File: config.mk
export PLATFORM = sky130hd
export DESIGN_NAME = nes_input_scheduler
export DESIGN_NICKNAME = d
export VERILOG_FILES = /design/src/rtl/nes_input_scheduler.sv
export SDC_FILE = /design/constraint.sdc
export NUM_CORES = 1
export LEC_CHECK = 0
export CAP_MARGIN = 10
export CORE_MARGIN = 5
export CORE_UTILIZATION = 24
export DETAILED_ROUTE_END_ITERATION = 12
export HOLD_SLACK_MARGIN = 0.02
export PLACE_DENSITY_LB_ADDON = 0.12
export SLEW_MARGIN = 25
export SYNTH_ARGS = -nofsm -noshare
export SYNTH_HDL_FRONTEND = slang
export SYNTH_SLANG_ARGS = --single-unit
File: constraint.sdc
create_clock -name i_clk -period 2.3 [get_ports i_clk]
set_input_delay 0.345 -clock i_clk [delete_from_list [all_inputs] [get_ports i_clk]]
set_output_delay 0.345 -clock i_clk [all_outputs]
set_load 0.02 [all_outputs]
File: src/rtl/nes_input_scheduler.sv
// Per-frame NES controller read sequencer: request, timed wait, publish held
// button state, and per-button press/release/auto-repeat pulses.
module nes_input_scheduler #(
  parameter int TIMEOUT_CYCLES = 4096,
  parameter int REPEAT_DELAY   = 20,
  parameter int REPEAT_RATE    = 6
) (
  input  logic       i_clk,
  input  logic       i_rst_n,
  input  logic       i_frame_strobe,
  output logic       o_read_req,
  input  logic       i_valid,
  input  logic [7:0] i_buttons,
  output logic [7:0] o_buttons,
  output logic [7:0] o_pressed,
  output logic [7:0] o_released,
  output logic [7:0] o_repeat,
  output logic       o_update,
  output logic       o_busy,
  output logic       o_fault,
  output logic       o_overrun,
  input  logic       i_clear_flags
);

  localparam int            CW      = (TIMEOUT_CYCLES > 2) ? $clog2(TIMEOUT_CYCLES) : 1;
  localparam logic [CW-1:0] TERM    = CW'(TIMEOUT_CYCLES - 1);
  localparam logic [7:0]    DELAY_V = 8'(REPEAT_DELAY);
  localparam logic [7:0]    RATE_V  = 8'(REPEAT_RATE);

  typedef enum logic [1:0] {
    ST_IDLE,
    ST_REQ,
    ST_WAIT,
    ST_UPDATE
  } state_t;

  state_t        r_state;
  state_t        w_state_next;
  logic [CW-1:0] r_count;
  logic [7:0]    r_sample;
  logic [7:0]    r_buttons;
  logic [7:0]    r_pressed;
  logic [7:0]    r_released;
  logic [7:0]    r_repeat;
  logic          r_update;
  logic          r_read_req;
  logic          r_busy;
  logic          r_fault;
  logic          r_overrun;
  logic [7:0]    w_repeat;
  logic          w_terminal;
  logic          w_timeout;
  logic          w_set_overrun;

  assign w_terminal    = (r_count == TERM);
  assign w_timeout     = (r_state == ST_WAIT) && !i_valid && w_terminal;
  assign w_set_overrun = i_frame_strobe && (r_state != ST_IDLE);

  always_ff @(posedge i_clk or negedge i_rst_n) begin
    if (!i_rst_n) begin
      r_state <= ST_IDLE;
    end else begin
      r_state <= w_state_next;
    end
  end

  always_comb begin
    w_state_next = r_state;
    case (r_state)
      ST_IDLE:   if (i_frame_strobe) w_state_next = ST_REQ;
      ST_REQ:    w_state_next = ST_WAIT;
      ST_WAIT:   if (i_valid || w_terminal) w_state_next = ST_UPDATE;
      ST_UPDATE: w_state_next = ST_IDLE;
      default:   w_state_next = ST_IDLE;
    endcase
  end

  // Request and busy are registered copies of the next-state decode, so they
  // line up exactly with the state register without a combinational output.
  always_ff @(posedge i_clk or negedge i_rst_n) begin
    if (!i_rst_n) begin
      r_read_req <= 1'b0;
      r_busy     <= 1'b0;
      r_count    <= '0;
      r_sample   <= 8'h00;
    end else begin
      r_read_req <= (w_state_next == ST_REQ);
      r_busy     <= (w_state_next != ST_IDLE);
      if (r_state == ST_REQ) begin
        r_count <= '0;
      end else if ((r_state == ST_WAIT) && !i_valid && !w_terminal) begin
        r_count <= r_count + CW'(1);
      end
      if ((r_state == ST_WAIT) && i_valid) begin
        r_sample <= i_buttons;
      end else if (w_timeout) begin
        r_sample <= 8'h00;
      end
    end
  end

  always_ff @(posedge i_clk or negedge i_rst_n) begin
    if (!i_rst_n) begin
      r_buttons  <= 8'h00;
      r_pressed  <= 8'h00;
      r_released <= 8'h00;
      r_repeat   <= 8'h00;
      r_update   <= 1'b0;
    end else if (r_state == ST_UPDATE) begin
      r_buttons  <= r_sample;
      r_pressed  <= r_sample & ~r_buttons;
      r_released <= ~r_sample & r_buttons;
      r_repeat   <= w_repeat;
      r_update   <= 1'b1;
    end else begin
      r_pressed  <= 8'h00;
      r_released <= 8'h00;
      r_repeat   <= 8'h00;
      r_update   <= 1'b0;
    end
  end

  // Set wins over a simultaneous clear so no event is ever lost.
  always_ff @(posedge i_clk or negedge i_rst_n) begin
    if (!i_rst_n) begin
      r_fault   <= 1'b0;
      r_overrun <= 1'b0;
    end else begin
      if (w_timeout) begin
        r_fault <= 1'b1;
      end else if (i_clear_flags) begin
        r_fault <= 1'b0;
      end
      if (w_set_overrun) begin
        r_overrun <= 1'b1;
      end else if (i_clear_flags) begin
        r_overrun <= 1'b0;
      end
    end
  end

  generate
    for (genvar gi = 0; gi < 8; gi++) begin : g_repeat
      logic [7:0] r_timer;

      assign w_repeat[gi] = r_sample[gi] && r_buttons[gi] && (r_timer == 8'd1);

      always_ff @(posedge i_clk or negedge i_rst_n) begin
        if (!i_rst_n) begin
          r_timer <= 8'h00;
        end else if (r_state == ST_UPDATE) begin
          if (r_sample[gi] && !r_buttons[gi]) begin
            r_timer <= DELAY_V;
          end else if (r_sample[gi]) begin
            if (r_timer == 8'd1) begin
              r_timer <= RATE_V;
            end else if (r_timer > 8'd1) begin
              r_timer <= r_timer - 8'd1;
            end
          end else begin
            r_timer <= 8'h00;
          end
        end
      end
    end
  endgenerate

  assign o_read_req = r_read_req;
  assign o_busy     = r_busy;
  assign o_buttons  = r_buttons;
  assign o_pressed  = r_pressed;
  assign o_released = r_released;
  assign o_repeat   = r_repeat;
  assign o_update   = r_update;
  assign o_fault    = r_fault;
  assign o_overrun  = r_overrun;

endmodule
==> impl_metrics.ini <==
[logic_synthesis]
postSynthRegisterBits = 123
ys_warn_count = 0
synth_sequential_area_ratio_pct = 48.35
net_count_after_synthesis = 668
ys_types = 69
post_synthesis_mean_instance_area_sq_um = 10.04
netlist_instances = 634
dominantRegCellSynth = dfrtp_1
synth.cell_area_sq_mm = 0.006366
synth_enable_flop_cells = 0
synth_largest_area_cell = dfrtp_1
synth.area.top_cells = dfrtp_1, ha_1, a21oi_1
synth_largest_type_area_fraction_pct = 48.35
postSynth.asyncResetShare_pct = 100.0

[pwr]
p_per_area_mw_per_mm2 = 1399
total_power_mw = 11.21
p_leak_nw = 3.397
vdd.ir_drop.worst_v = 0.0004477

[routing]
routed-via-count = 5198
viasPerCell = 4.936
drt_wl_cell_um = 15.01
post-route-drc-count = 0
detailedRoute.firstPassIterationCount = 4
postRouteAntennaNets = 0
first_iter_violations = 264
totalWireLength_mm = 15.81

[worst_setup_path]
worstRegToRegCells = 6
highest_fanout_seen_on_the_critical_path = 5
endpoint_kind = flop
cp_slowest_cell = or3b_2
r2r_slack_ns = 0.12
crit_type = reg2reg
timing.rr.end = g_repeat[0].r_timer[4]$_DFFE_PN0P_
worstReg2RegStart = g_repeat[0].r_timer[0]$_DFFE_PN0P_
crit_arrival_ns = 2.48
cpPeakStageDelay_ns = 0.50
critical_path_required_ns = 2.60
worstPathCellList = inv_1, ha_1, or3b_2, o31ai_1, inv_1, a32o_1
critPathLaunchType = flop
critical_path.most_common_cell = inv_1

[timing]
fin_worst_skew_ns = 0.01159
fmaxAchievable_mhz = 459.3
worst_slew_pin_slew_ns = 0.5902
drv_slew = 0
period_needed_ns = 2.177
finalSetupTns_ns = 0
slew_headroom_pct = 60.03
setup_viol_count_final = 0
post-route-period-util_pct = 94.67
rsz_0062_raised_after_global_routing = no
timing_hold_violations_final = 0

[layout]
drive_above_1_share_pct = 10.58
fillerInstances = 2683
p_r_area_growth_vs_syn_pct = 25.90
layout.cells.most_common_list = dfrtp_1, clkdlybuf4s50_1, nor2_1, inv_1, a21oi_1
antenna_cells = 0
finish.net_count = 739
layout_commonest_cell = dfrtp_1

[clock_tree]
clock_insertion_delay_worst_skew_ns = 0.41
h_tree_level_count = 4
cts_tree = done
ctsRootBufferMaster = clkbuf_16
numCtsBuffers = 17
clkTransAtPathRegs_ns = 0.06
clock_sink_count = 123
post-cts-setup-buffer-count = 0
maximum_clock_insertion_buffer_count = 2

[floorplan]
coreArea_sq_mm = 0.02606
floorplan.die.height_um = 172.9
chip_width_um = 172.9
number_of_primary_i_o_pins = 50
floorplan.die_area_sq_mm = 0.02988
placement_rows = 59
initial_core_util_pct = 24.43

[global_routing]
first_pass_grt_wire_length_mm = 26.46
antenna_found_initial = 0
grtUsageTotal_pct = 10.61
gr-total-overflow = 0
grt_pass1_vias = 5170
grt_max_degree = 56

[hold_path]
worstHoldPathType = in2async

[placed_design]
detailed_place_hpwl_mm = 11.01
numPortBuffers = 49
routability_driven_placement_congestion_ratio = 0.7866

[outcome]
result_of_the_run = completed

[job]
cap_viol_max_count = 0
==> routing by layer <==
| metal | up-vias | wire (um) | track usage [%] |
|---|---|---|---|
| met5 | - | 0 | 0 |
| met4 | 0 | 169 | 3.341 |
| met3 | 11 | 605 | 2.773 |
| met2 | 95 | 7188 | 16.52 |
| met1 | 2552 | 7845 | 14.48 |
| li1 | 2540 | - | - |
==> metrics by stage <==
step | hold slack (ns) | instance area, sq um | utilization, % | worst slack (ns) | instances
2_1_floorplan | 0.04941 | 6366 | - | 0.2545 | 634
6_report | 0.4537 | 8015 | 30.76 | 0.1226 | 1053
5_1_grt | 0.4930 | 8015 | 30.76 | 0.01137 | 1053
4_1_cts | 0.4717 | 8015 | 30.76 | 0.1533 | 1053
3_5_place_dp | 0.3735 | 7392 | 28.37 | 0.1440 | 1020
3_3_place_gp | 0.3724 | 7392 | 28.37 | 0.1835 | 1020
==> where the power goes <==
group	internal, mW	leakage, nW	switching (mW)
clock	1.78	0.287	0.990
combinational	2.06	1.47	2.68
sequential	2.85	1.64	0.855
total	6.69	3.40	4.52
==> flip-flops by register name (all words and copies together), names as in the netlist <==
register / count
r_count: 12
o_read_req: 1
o_fault: 1
o_pressed: 8
r_sample: 8
r_state: 2
o_repeat: 8
o_released: 8
o_busy: 1
o_overrun: 1
o_update: 1
g_repeat.r_timer: 64
o_buttons: 8
==> layout make-up <==
class / instances / area (sq um) / share of cell area [%]
clock buffers: 21 / 470.5 / 5.869
well taps: 335 / 419.2 / 5.229
inverters: 43 / 161.4 / 2.014
multi-input cells: 450 / 3058 / 38.15
clock inverters: 11 / 142.6 / 1.780
repair buffers: 70 / 685.7 / 8.554
flip-flops and latches: 123 / 3078 / 38.40
==> worst max-delay path by stage <==
| stage | from | cells past startpoint | endpoint |
|---|---|---|---|
| 6_report | g_repeat[0].r_timer[0]$_DFFE_PN0P_ | 6 | g_repeat[0].r_timer[4]$_DFFE_PN0P_ |
| 5_1_grt | g_repeat[2].r_timer[0]$_DFFE_PN0P_ | 6 | g_repeat[2].r_timer[6]$_DFFE_PN0P_ |
| 3_3_place_gp | g_repeat[5].r_timer[0]$_DFFE_PN0P_ | 6 | g_repeat[5].r_timer[6]$_DFFE_PN0P_ |
| 4_1_cts | g_repeat[5].r_timer[0]$_DFFE_PN0P_ | 6 | g_repeat[5].r_timer[6]$_DFFE_PN0P_ |
| 3_5_place_dp | i_valid | 5 | r_count[10]$_DFFE_PN0P_ |
| 2_1_floorplan | g_repeat[5].r_timer[0]$_DFFE_PN0P_ | 7 | g_repeat[5].r_timer[6]$_DFFE_PN0P_ |
==> cell usage after synthesis (5+ instances only) <==
master	instances
a31oi_1	11
nor4_1	10
o41ai_1	6
a21oi_1	39
or3_1	25
or4_1	14
and3_1	5
xor2_1	5
o31ai_1	20
nor2_1	47
a211oi_1	5
nand4_1	5
dfrtp_1	123
o21ai_1	9
nand3_1	23
a21o_1	8
a22o_1	15
a31o_2	5
o21ai_0	29
nor3_1	22
nand2_1	29
mux2i_1	5
clkbuf_1	14
ha_1	21
or4b_1	5
inv_1	43
nor3b_1	5
==> critical path: cells and delay by family, from the launching register on <==
family	cells	cell delay, ns
compound gates	2	0.71
fa+ha+maj	1	0.23
buf+inv	2	0.22
flops	1	0.41
simple gates	1	0.50
==> kinds of logic after synthesis <==
group | after synthesis | share of synthesized area (%)
and+or+nand+nor | 230 | 20.85
muxes | 7 | 1.140
DFF | 123 | 48.35
AOI/OAI and AO/OA | 183 | 20.64
xor gates and xnor gates | 9 | 1.238
buffers and inverters | 61 | 3.655
adders and majority gates | 21 | 4.127
==> repair_timing <==
item | CTS | global route
endpoints found under the hold margin | 32 | 0
hold buffers | 1 | 0
gates resized for setup | 0 | 0
Power figures use the tool's default switching activity.
